[src/rtl/noc_pkg.sv]
// Shared flit-level definitions for the NI transmit path: widths, markers, FSM states.
package noc_pkg;

  localparam int FLIT_W = 8;
  localparam int NODE_W = 2;

  localparam logic [5:0]        HEAD_MARK = 6'b101111;
  localparam logic [FLIT_W-1:0] TRAILER   = 8'hFF;

  typedef enum logic [2:0] {IDLE, HEAD, BODY, TRAIL, CSUM} tx_state_t;

  // Payload bytes that could be mistaken for a head or trailer flit on the wire.
  function automatic logic is_illegal_body(input logic [FLIT_W-1:0] b);
    return (b == TRAILER) || (b[7:2] == HEAD_MARK);
  endfunction

endpackage

[src/rtl/ni_fifo.sv]
// Synchronous payload FIFO with first-word-fall-through read data and an occupancy count.
module ni_fifo #(
  parameter int DEPTH = 8,
  parameter int WIDTH = 8
) (
  input  logic                     clk,
  input  logic                     rst,
  input  logic                     wr,
  input  logic                     rd,
  input  logic [WIDTH-1:0]         din,
  output logic [WIDTH-1:0]         dout,
  output logic [$clog2(DEPTH):0]   count,
  output logic                     full,
  output logic                     empty
);

  localparam int AW = $clog2(DEPTH);

  logic [WIDTH-1:0] mem_q [DEPTH];
  logic [AW-1:0]    wr_ptr_q;
  logic [AW-1:0]    rd_ptr_q;
  logic [AW:0]      count_q;
  logic             do_wr_s;
  logic             do_rd_s;

  assign full    = (count_q == (AW+1)'(DEPTH));
  assign empty   = (count_q == '0);
  assign do_wr_s = wr && !full;
  assign do_rd_s = rd && !empty;
  assign dout    = mem_q[rd_ptr_q];
  assign count   = count_q;

  always_ff @(posedge clk) begin
    if (do_wr_s) begin
      mem_q[wr_ptr_q] <= din;
    end
  end

  // Pointers wrap naturally because DEPTH is a power of two.
  always_ff @(posedge clk) begin
    if (!rst) begin
      wr_ptr_q <= '0;
      rd_ptr_q <= '0;
      count_q  <= '0;
    end else begin
      if (do_wr_s) wr_ptr_q <= wr_ptr_q + 1'b1;
      if (do_rd_s) rd_ptr_q <= rd_ptr_q + 1'b1;
      case ({do_wr_s, do_rd_s})
        2'b10:   count_q <= count_q + 1'b1;
        2'b01:   count_q <= count_q - 1'b1;
        default: count_q <= count_q;
      endcase
    end
  end

endmodule

[src/rtl/ni_packetizer.sv]
// NI transmit packetizer: buffers payload, then emits head / body / trailer flits.
// Optional NI_CHECKSUM_EN inserts an XOR checksum flit before the trailer.
module ni_packetizer
  import noc_pkg::*;
#(
  parameter logic [NODE_W-1:0] NODE_ID    = 2'd0,
  parameter int                FIFO_DEPTH = 8,
  parameter int                MAX_BODY   = 8,
  parameter int                LEN_W      = 4
) (
  input  logic              clk,
  input  logic              rst,
  input  logic [FLIT_W-1:0] data_in,
  input  logic              data_wr,
  output logic              data_full,
  input  logic              core_req,
  input  logic [NODE_W-1:0] core_dest,
  input  logic [LEN_W-1:0]  core_len,
  output logic              core_ack,
  input  logic              noc_ready,
  output logic [FLIT_W-1:0] flit_out,
  output logic              flit_valid,
  output logic              busy,
  output logic              pkt_sent,
  output logic              err
);

  localparam int CW = $clog2(FIFO_DEPTH) + 1;

  tx_state_t         state_q;
  logic [NODE_W-1:0] dest_q;
  logic [LEN_W-1:0]  len_q;
  logic [LEN_W-1:0]  remaining_q;
  logic [LEN_W-1:0]  remaining_d;
  logic [FLIT_W-1:0] flit_out_q;
  logic              flit_valid_q;
  logic              core_ack_q;
  logic              pkt_sent_q;
  logic              err_q;
`ifdef NI_CHECKSUM_EN
  logic [6:0]        csum_q;
`endif

  logic [FLIT_W-1:0] fifo_dout_s;
  logic [CW-1:0]     fifo_count_s;
  logic              fifo_full_s;
  logic              fifo_empty_s;
  logic              push_s;
  logic              pop_s;
  logic              xfer_s;
  logic              bad_byte_s;
  logic              req_bad_s;
  logic              req_ok_s;

  assign bad_byte_s  = data_wr && (fifo_full_s || is_illegal_body(data_in));
  assign push_s      = data_wr && !fifo_full_s && !is_illegal_body(data_in);
  assign xfer_s      = flit_valid_q && noc_ready;
  assign remaining_d = remaining_q - 1'b1;
  assign req_bad_s   = (core_dest == NODE_ID) || (int'(core_len) > MAX_BODY);
  assign req_ok_s    = int'(fifo_count_s) >= int'(core_len);
  // The byte being presented next is popped in the same edge that loads it into flit_out.
  assign pop_s = xfer_s && !fifo_empty_s &&
                 (((state_q == HEAD) && (len_q != '0)) ||
                  ((state_q == BODY) && (remaining_d != '0)));

  ni_fifo #(.DEPTH(FIFO_DEPTH), .WIDTH(FLIT_W)) u_fifo (
    .clk   (clk),
    .rst   (rst),
    .wr    (push_s),
    .rd    (pop_s),
    .din   (data_in),
    .dout  (fifo_dout_s),
    .count (fifo_count_s),
    .full  (fifo_full_s),
    .empty (fifo_empty_s)
  );

  // Packet FSM with registered flit and handshake outputs.
  always_ff @(posedge clk) begin
    if (!rst) begin
      state_q      <= IDLE;
      dest_q       <= '0;
      len_q        <= '0;
      remaining_q  <= '0;
      flit_out_q   <= 8'h00;
      flit_valid_q <= 1'b0;
      core_ack_q   <= 1'b0;
      pkt_sent_q   <= 1'b0;
      err_q        <= 1'b0;
`ifdef NI_CHECKSUM_EN
      csum_q       <= 7'd0;
`endif
    end else begin
      core_ack_q <= 1'b0;
      pkt_sent_q <= 1'b0;
      err_q      <= bad_byte_s;
      case (state_q)
        IDLE: begin
          // Skip the cycle right after an ack so a still-high request is not consumed twice.
          if (core_req && !core_ack_q) begin
            if (req_bad_s) begin
              core_ack_q <= 1'b1;
              err_q      <= 1'b1;
            end else if (req_ok_s) begin
              dest_q       <= core_dest;
              len_q        <= core_len;
              core_ack_q   <= 1'b1;
              flit_out_q   <= {HEAD_MARK, core_dest};
              flit_valid_q <= 1'b1;
              state_q      <= HEAD;
`ifdef NI_CHECKSUM_EN
              csum_q       <= 7'd0;
`endif
            end
          end
        end
        HEAD: begin
          if (xfer_s) begin
            if (len_q == '0) begin
`ifdef NI_CHECKSUM_EN
              flit_out_q <= {1'b0, csum_q};
              state_q    <= CSUM;
`else
              flit_out_q <= TRAILER;
              state_q    <= TRAIL;
`endif
            end else begin
              flit_out_q  <= fifo_dout_s;
              remaining_q <= len_q;
              state_q     <= BODY;
`ifdef NI_CHECKSUM_EN
              csum_q      <= csum_q ^ fifo_dout_s[6:0];
`endif
            end
          end
        end
        BODY: begin
          if (xfer_s) begin
            remaining_q <= remaining_d;
            if (remaining_d != '0) begin
              flit_out_q <= fifo_dout_s;
`ifdef NI_CHECKSUM_EN
              csum_q     <= csum_q ^ fifo_dout_s[6:0];
`endif
            end else begin
`ifdef NI_CHECKSUM_EN
              flit_out_q <= {1'b0, csum_q};
              state_q    <= CSUM;
`else
              flit_out_q <= TRAILER;
              state_q    <= TRAIL;
`endif
            end
          end
        end
        CSUM: begin
          if (xfer_s) begin
            flit_out_q <= TRAILER;
            state_q    <= TRAIL;
          end
        end
        TRAIL: begin
          if (xfer_s) begin
            flit_valid_q <= 1'b0;
            pkt_sent_q   <= 1'b1;
            state_q      <= IDLE;
          end
        end
        default: begin
          flit_valid_q <= 1'b0;
          state_q      <= IDLE;
        end
      endcase
    end
  end

  assign data_full  = fifo_full_s;
  assign busy       = (state_q != IDLE);
  assign flit_out   = flit_out_q;
  assign flit_valid = flit_valid_q;
  assign core_ack   = core_ack_q;
  assign pkt_sent   = pkt_sent_q;
  assign err        = err_q;

endmodule

[config.mk]
export PLATFORM = sky130hd
export DESIGN_NAME = ni_packetizer
export DESIGN_NICKNAME = d
export VERILOG_FILES = /design/src/rtl/noc_pkg.sv /design/src/rtl/ni_fifo.sv /design/src/rtl/ni_packetizer.sv
export SDC_FILE = /design/constraint.sdc
export NUM_CORES = 1
export LEC_CHECK = 0
export ABC_AREA = 1
export CORE_MARGIN = 3
export CORE_UTILIZATION = 60
export DETAILED_ROUTE_END_ITERATION = 10
export HOLD_SLACK_MARGIN = 0.08
export PLACE_DENSITY = 0.81
export RECOVER_POWER = 100
export SLEW_MARGIN = 20
export SYNTH_ARGS = -nofsm -noshare
export SYNTH_HDL_FRONTEND = slang
export SYNTH_SLANG_ARGS = --single-unit
[constraint.sdc]
create_clock -name clk -period 7.55 [get_ports clk]
set_input_delay 2.265 -clock clk [delete_from_list [all_inputs] [get_ports clk]]
set_output_delay 2.265 -clock clk [all_outputs]
set_load 0.03 [all_outputs]
# After elaboration in Yosys (flattened, before gate mapping)
# Memory sizes are Yosys's and may differ from the RTL's. A register that Yosys moved wholly into a read port is not among the register bits.
# Index checks and enable logic that the tools add are counted.
word_totals:
  inputBits: 19
  mem_count: 1
  output_inout_bits: 14
  elab_cells: 115
  ff_bits: 33
  mem_bits_rw: 64
op_classes:
  n_bitwise: 2
  addsub: 5
  muxes: 39
  order_cmp: 2
  reduce_logical: 37
  n_eq_ne: 18
memory_table:
  columns: ["name", "words", "width", "read_ports", "rd_ports_with_merged_regs", "write_ports", "line_no", "rtl"]
  rows:
  - ["u_fifo.mem_q", 8, 8, 1, 1, 1, "ni_fifo.sv:19", "logic [WIDTH-1:0] mem_q [DEPTH];"]
ops:
  columns: ["op", "n"]
  rows:
  - ["two-way mux 8 bit", 8]
  - ["one-hot mux 8 bit (4 select lines)", 1]
  - ["two-way mux 3 bit", 10]
  - ["!= test 2 bit (second input constant)", 9]
  - ["one-hot mux 4 bit (2 select lines)", 2]
  - ["one-hot mux 3 bit (5 select lines)", 1]
  - ["two-way mux 1 bit", 13]
  - ["two-way mux 4 bit", 3]
  - ["nonzero test 4 bit", 3]
  - ["logical AND 1 bit", 11]
  - ["== test 8 bit (second input constant)", 1]
  - ["logical NOT 4 bit", 2]
  - ["AND reduction 4 bit", 2]
  - ["AND reduction 8 bit", 1]
  - ["subtractor 4 x 1 -> 4 bit (second input constant)", 2]
  - ["AND reduction 7 bit", 1]
  - ["adder 3 x 1 -> 3 bit (second input constant)", 2]
  - ["== test 3 x 2 -> 1 bit (second input constant)", 2]
  - ["== test 6 bit (second input constant)", 1]
  - ["AND reduction 5 bit", 1]
  - ["adder 4 x 1 -> 4 bit (second input constant)", 1]
  - ["== test 4 bit (second input constant)", 1]
  - [">= comparator 4 bit", 1]
  - ["greater-than comparator 4 bit (second input constant)", 1]
  - ["other kinds (15)", 23]

# Depth between registers and ports, before layout
logic_depth:
  word_depth: 8
  depth_mapped: 20
  ltp_nobuf: 20

# Hierarchy
# From an unflattened synthesis, not the netlist that was laid out.
hier_totals:
  cells_unflattened: 506
  hier_area_um2: 4662.0
by_module_without_submodules:
  columns: ["mod", "instances", "area_per_inst_um2", "cells_each", "seq_area_each_um2"]
  rows:
  - ["ni_fifo", 1, 3199.3, 275, 2182.1]
  - ["ni_packetizer", 1, 1462.7, 231, 440.4]

# Worst setup path after synthesis
# No wires, ideal clock.
synth_path:
  path_kind: "input-to-reg"
  start: "input port noc_ready"
  end: "register u_fifo.count_q[2] (netlist: u_fifo.count[2])"
  slack_ps: 3698
  t_required_ps: 7435
  path_buffers: 0
  arrival_time_ps: 3737
  path_stages: 12
  setup_time_ps: 115
  path_cell_list: "nand2_1 a31oi_1 nand2_1 inv_2 ha_1 nor2_1 nor2_1 ha_1 a21oi_1 xor2_1 o21ai_0 inv_1"
synth_between:
  elab_chain_len: 6
  word_cells_on_any_way: 8
  classes_between: "eq/ne (2); mux (1); reduce/logical (5)"
synth_rtl:
  columns: ["item", "line_no", "rtl"]
  rows:
  - ["start, declared", "ni_packetizer.sv:20", "input logic noc_ready,"]
  - ["logical AND 1 bit (*)", "ni_packetizer.sv:57", "assign xfer_s = flit_valid_q && noc_ready;"]
  - ["logical AND 1 bit (*) (2 in a row)", "ni_packetizer.sv:62", "assign pop_s = xfer_s && !fifo_empty_s &&"]
  - ["logical AND 1 bit (*)", "ni_fifo.sv:29", "assign do_rd_s = rd && !empty;"]
  - ["net u_fifo.do_rd_s", "ni_fifo.sv:24", "logic do_rd_s;"]
  - ["== test 2 x 1 -> 1 bit / == test 2 bit (equally long branches)", "ni_fifo.sv:48", "case ({do_wr_s, do_rd_s})"]
  - ["one-hot mux 4 bit (2 select lines) / nonzero test 2 bit (equally long branches)", null, null]
  - ["end signal, assigned", "ni_fifo.sv:49", "2'b10: count_q <= count_q + 1'b1;"]
  - ["end signal, assigned", "ni_fifo.sv:50", "2'b01: count_q <= count_q - 1'b1;"]
  - ["end signal, assigned", "ni_fifo.sv:51", "default: count_q <= count_q;"]
  - ["end, declared", "ni_fifo.sv:22", "logic [AW:0] count_q;"]
# The timed path passes the listed nets; every way through them passes the cells marked *.
# A chain may end at the register's enable or synchronous reset.

# Worst setup path after layout
layout_path:
  start: "input port data_in[5]"
  end: "register u_fifo.count_q[2] (netlist: u_fifo.count[2])"
layout_between:
  elab_chain_len: 7
  word_cells_on_any_way: 10
  classes_between: "eq/ne (4); mux (1); reduce/logical (5)"
layout_rtl:
  columns: ["item", "line_no", "rtl"]
  rows:
  - ["start, declared", "ni_packetizer.sv:13", "input logic [FLIT_W-1:0] data_in,"]
  - ["== test 8 bit / == test 6 bit (equally long branches)", "noc_pkg.sv:14", "return (b == TRAILER) || (b[7:2] == HEAD_MARK);"]
  - ["logical OR 1 bit (*)", "noc_pkg.sv:14", null]
  - ["logical NOT 1 bit (*)", "ni_packetizer.sv:56", "assign push_s = data_wr && !fifo_full_s && !is_illegal_body(data_in);"]
  - ["logical AND 1 bit (*)", "ni_packetizer.sv:56", null]
  - ["logical AND 1 bit (*)", "ni_fifo.sv:28", "assign do_wr_s = wr && !full;"]
  - ["== test 2 x 1 -> 1 bit / == test 2 bit (equally long branches)", "ni_fifo.sv:48", null]
  - ["one-hot mux 4 bit (2 select lines) / nonzero test 2 bit (equally long branches)", null, null]
# Every way passes the cells marked *; elsewhere a longest branch is shown, timed or not.

==> run metrics <==
IO Port Bufs 32; GRT Util Overall 23.45%; fin crit period 4.520 ns; clk buf depth 2; total global routing overflow 0; Met1 Wirelength 4.244 mm; Top Layer Used met4; layout cells sized above 1 5.100%; Worst Hold Class flop to flop; die width 93.58 um; post-synthesis instance area 4602 um2; Pins Over Slew Limit 0; final non-filler cell total 648; Worst Clk Skew 0.006158 ns; Area growth syn-to-layout 11.75%; crit path max fanout 10; f_max 221.2 MHz; dpl cell area 5017 um2; Mean Syn Cell Area 9.059 um2; Leak 0.002170 uW; full die area 8756 um2; Antenna Diode Count 0; io pins 33; Clock Sinks 99; routed wl met2 4.312 mm; post-CTS setup buffers 0; ANT nets after route 0; Starting Density 62.78%; count of final hold-check violations 0; cts bufs inserted 9; DR DRC count 0; CTS root buffer clkbuf_8; final worst path period share 59.87%; synth warn 0; peak supply drop 114.0 uV; core area 7331 um2; standard-cell rows 31; unrepaired setup endpoints after global routing false; routed len/inst 14.87 um; slew margin rel. 35.22%; run status completed; Starting DRT DRC Count 206; htree depth 3; post-detail-place hpwl 6.579 mm; critical path endpoint category flop; Seq cells post-synth 99; syn nets 542; routed vias 3512; TNS Setup 0 ns; clk slew on worst S/H paths 0.09 ns; final wirelength 9.635 mm; sequential cell area fraction in the yosys report 56.99%; Final #Nets 578; initial antenna violation count 0; worst slew pin tran 0.9717 ns; Post-CTS Hold Fix Bufs 0; largest net degree at the start of global routing 34; Avg Vias per Cell 5.420; Crit Path Category input pin to flop; Yosys cell types 33; GP Congestion 0.8268; Mapped Cells 508; Pwr per Cell Area 211.6 nW/um2; Arr. time, crit path 4.78 ns; vias in the first global route 3203; routed wl met3 846 um; TritonCTS clock tree done; placed cell count 632; Die Ht 93.58 um; final instance area 5142 um2; post-CTS sizing 0; worst skew pair latency 0.36 ns; Max Cap Viol 0; CP Launch Type input pin; total power 1088 uW; # setup viols final 0; drt pass-1 iters 5; Worst Path Required 7.81 ns; first-pass GRT wire length 15.64 mm
## sequential cells by signal, summed over array words and instances (netlist names), 2 cells and up, named ones only
register         flops
state_q              2
u_fifo.count         4
u_fifo.rd_ptr_q      3
flit_out             8
u_fifo.wr_ptr_q      3
u_fifo.mem_q        64
remaining_q          4
len_q                4
## critical path, cell delays in order
cell and delay [ns]:
dlygate4sd3_1 0.70, and3_1 0.23, nand4_1 0.15, nand2_1 0.30, ha_1 0.27, nor2_1 0.05, nor2_1 0.19, ha_1 0.18
a21oi_1 0.05, xor2_1 0.17, o21ai_0 0.17, inv_1 0.05
## placed cells by master, fill, tap and decap left out, drive strengths merged
cell           count
clkbuf            14
clkinv             5
nor3               7
nand2            145
edfxtp            64
nor2              52
xor2               2
ha                15
inv               64
xnor2              1
o21ai             36
a31oi              2
and3               1
clkdlybuf4s50      7
a211oi             1
o211ai            10
nand4              6
nor4               1
dlygate4sd3       25
clkinvlp           1
dfxtp             35
a21oi             21
nand3             34
## synthesized netlist by cell type
cell      instances  area, um2
nand2_2           4      25.02
nor4_1            1      6.260
buf_4             3      22.52
nand4_1           5      31.28
nand3_1          33      165.2
a31oi_1           2      12.51
ha_1             15      187.7
nor2_8            1      20.02
a211oi_1          1      7.510
nand2_4           3      33.78
o21ai_0          29      145.1
inv_4             2      12.51
inv_1            57      214.0
edfxtp_1         64       1922
o21ai_2           1      8.760
nor2_1           50      187.7
o21ai_1           6      30.03
clkbuf_2          1      5.000
nor2_2            1      6.260
clkinv_1          2      7.510
xor2_1            2      17.52
nor3_1            7      35.03
buf_2             7      35.03
a21oi_1          21      105.1
clkbuf_1          1      3.750
nand4_4           1      21.27
o211ai_1         10      75.07
inv_2             2      7.510
nand2_1         138      518.0
and3_1            1      6.260
xnor2_1           1      8.760
dfxtp_1          35      700.7
nand3_4           1      17.52
## cells by family (layout without fill, tap and decap cells)
group / Yosys count / count (layout) / synth area share, %
xor+xnor: 3 / 3 / 0.5711
simple gates: 246 / 246 / 23.33
buf+inv: 75 / 116 / 6.688
fa+ha+maj: 15 / 15 / 4.078
flops: 99 / 99 / 56.99
compound gates: 70 / 70 / 8.347
## metal layers
metal | vias to the layer above | track usage, %
li1 | 1751 | -
met1 | 1592 | 33.44
met2 | 148 | 35.97
met3 | 21 | 4.103
met4 | 0 | 9.146
met5 | - | 0
## stage by stage
step	setup WS (ns)	hold slack (ns)	util, %
finish	3.030	0.4830	70.15
global route	2.787	0.4987	70.15
CTS	3.200	0.4870	70.83
detailed placement	2.820	0.4720	68.44
global placement	2.947	0.4618	68.44
floorplan	3.698	0.4542	-
## power breakdown
part / internal (uW) / total [uW] / switching (uW) / leakage, uW
combinational: 57.7 / 173 / 115 / 0.00122
sequential: 597 / 608 / 11.6 / 0.000866
clock: 122 / 307 / 185 / 0.0000880
## final timing paths
path                                     from                           end  slack (ns)  depth (start not counted)
hold reg to reg       flit_valid$_SDFFE_PN0P_       flit_valid$_SDFFE_PN0P_        0.48                          2
setup reg to reg  remaining_q[0]$_SDFFE_PN0P_  u_fifo.count[2]$_SDFFE_PN0P_        4.82                         19
setup / recovery                   data_in[5]  u_fifo.count[2]$_SDFFE_PN0P_        3.03                         12
hold / removal        flit_valid$_SDFFE_PN0P_       flit_valid$_SDFFE_PN0P_        0.48                          2
## cell type report
class                   instances  area [um2]
clock buffers                   9       123.9
clock inverters                 7       51.30
flip-flops and latches         99        2624
repair buffers                 37       339.1
fillers                       564        2188
inverters                      63       241.5
multi-input cells             334        1639
well taps                      99       123.9
No activity file was read; power rests on OpenSTA's default activity.
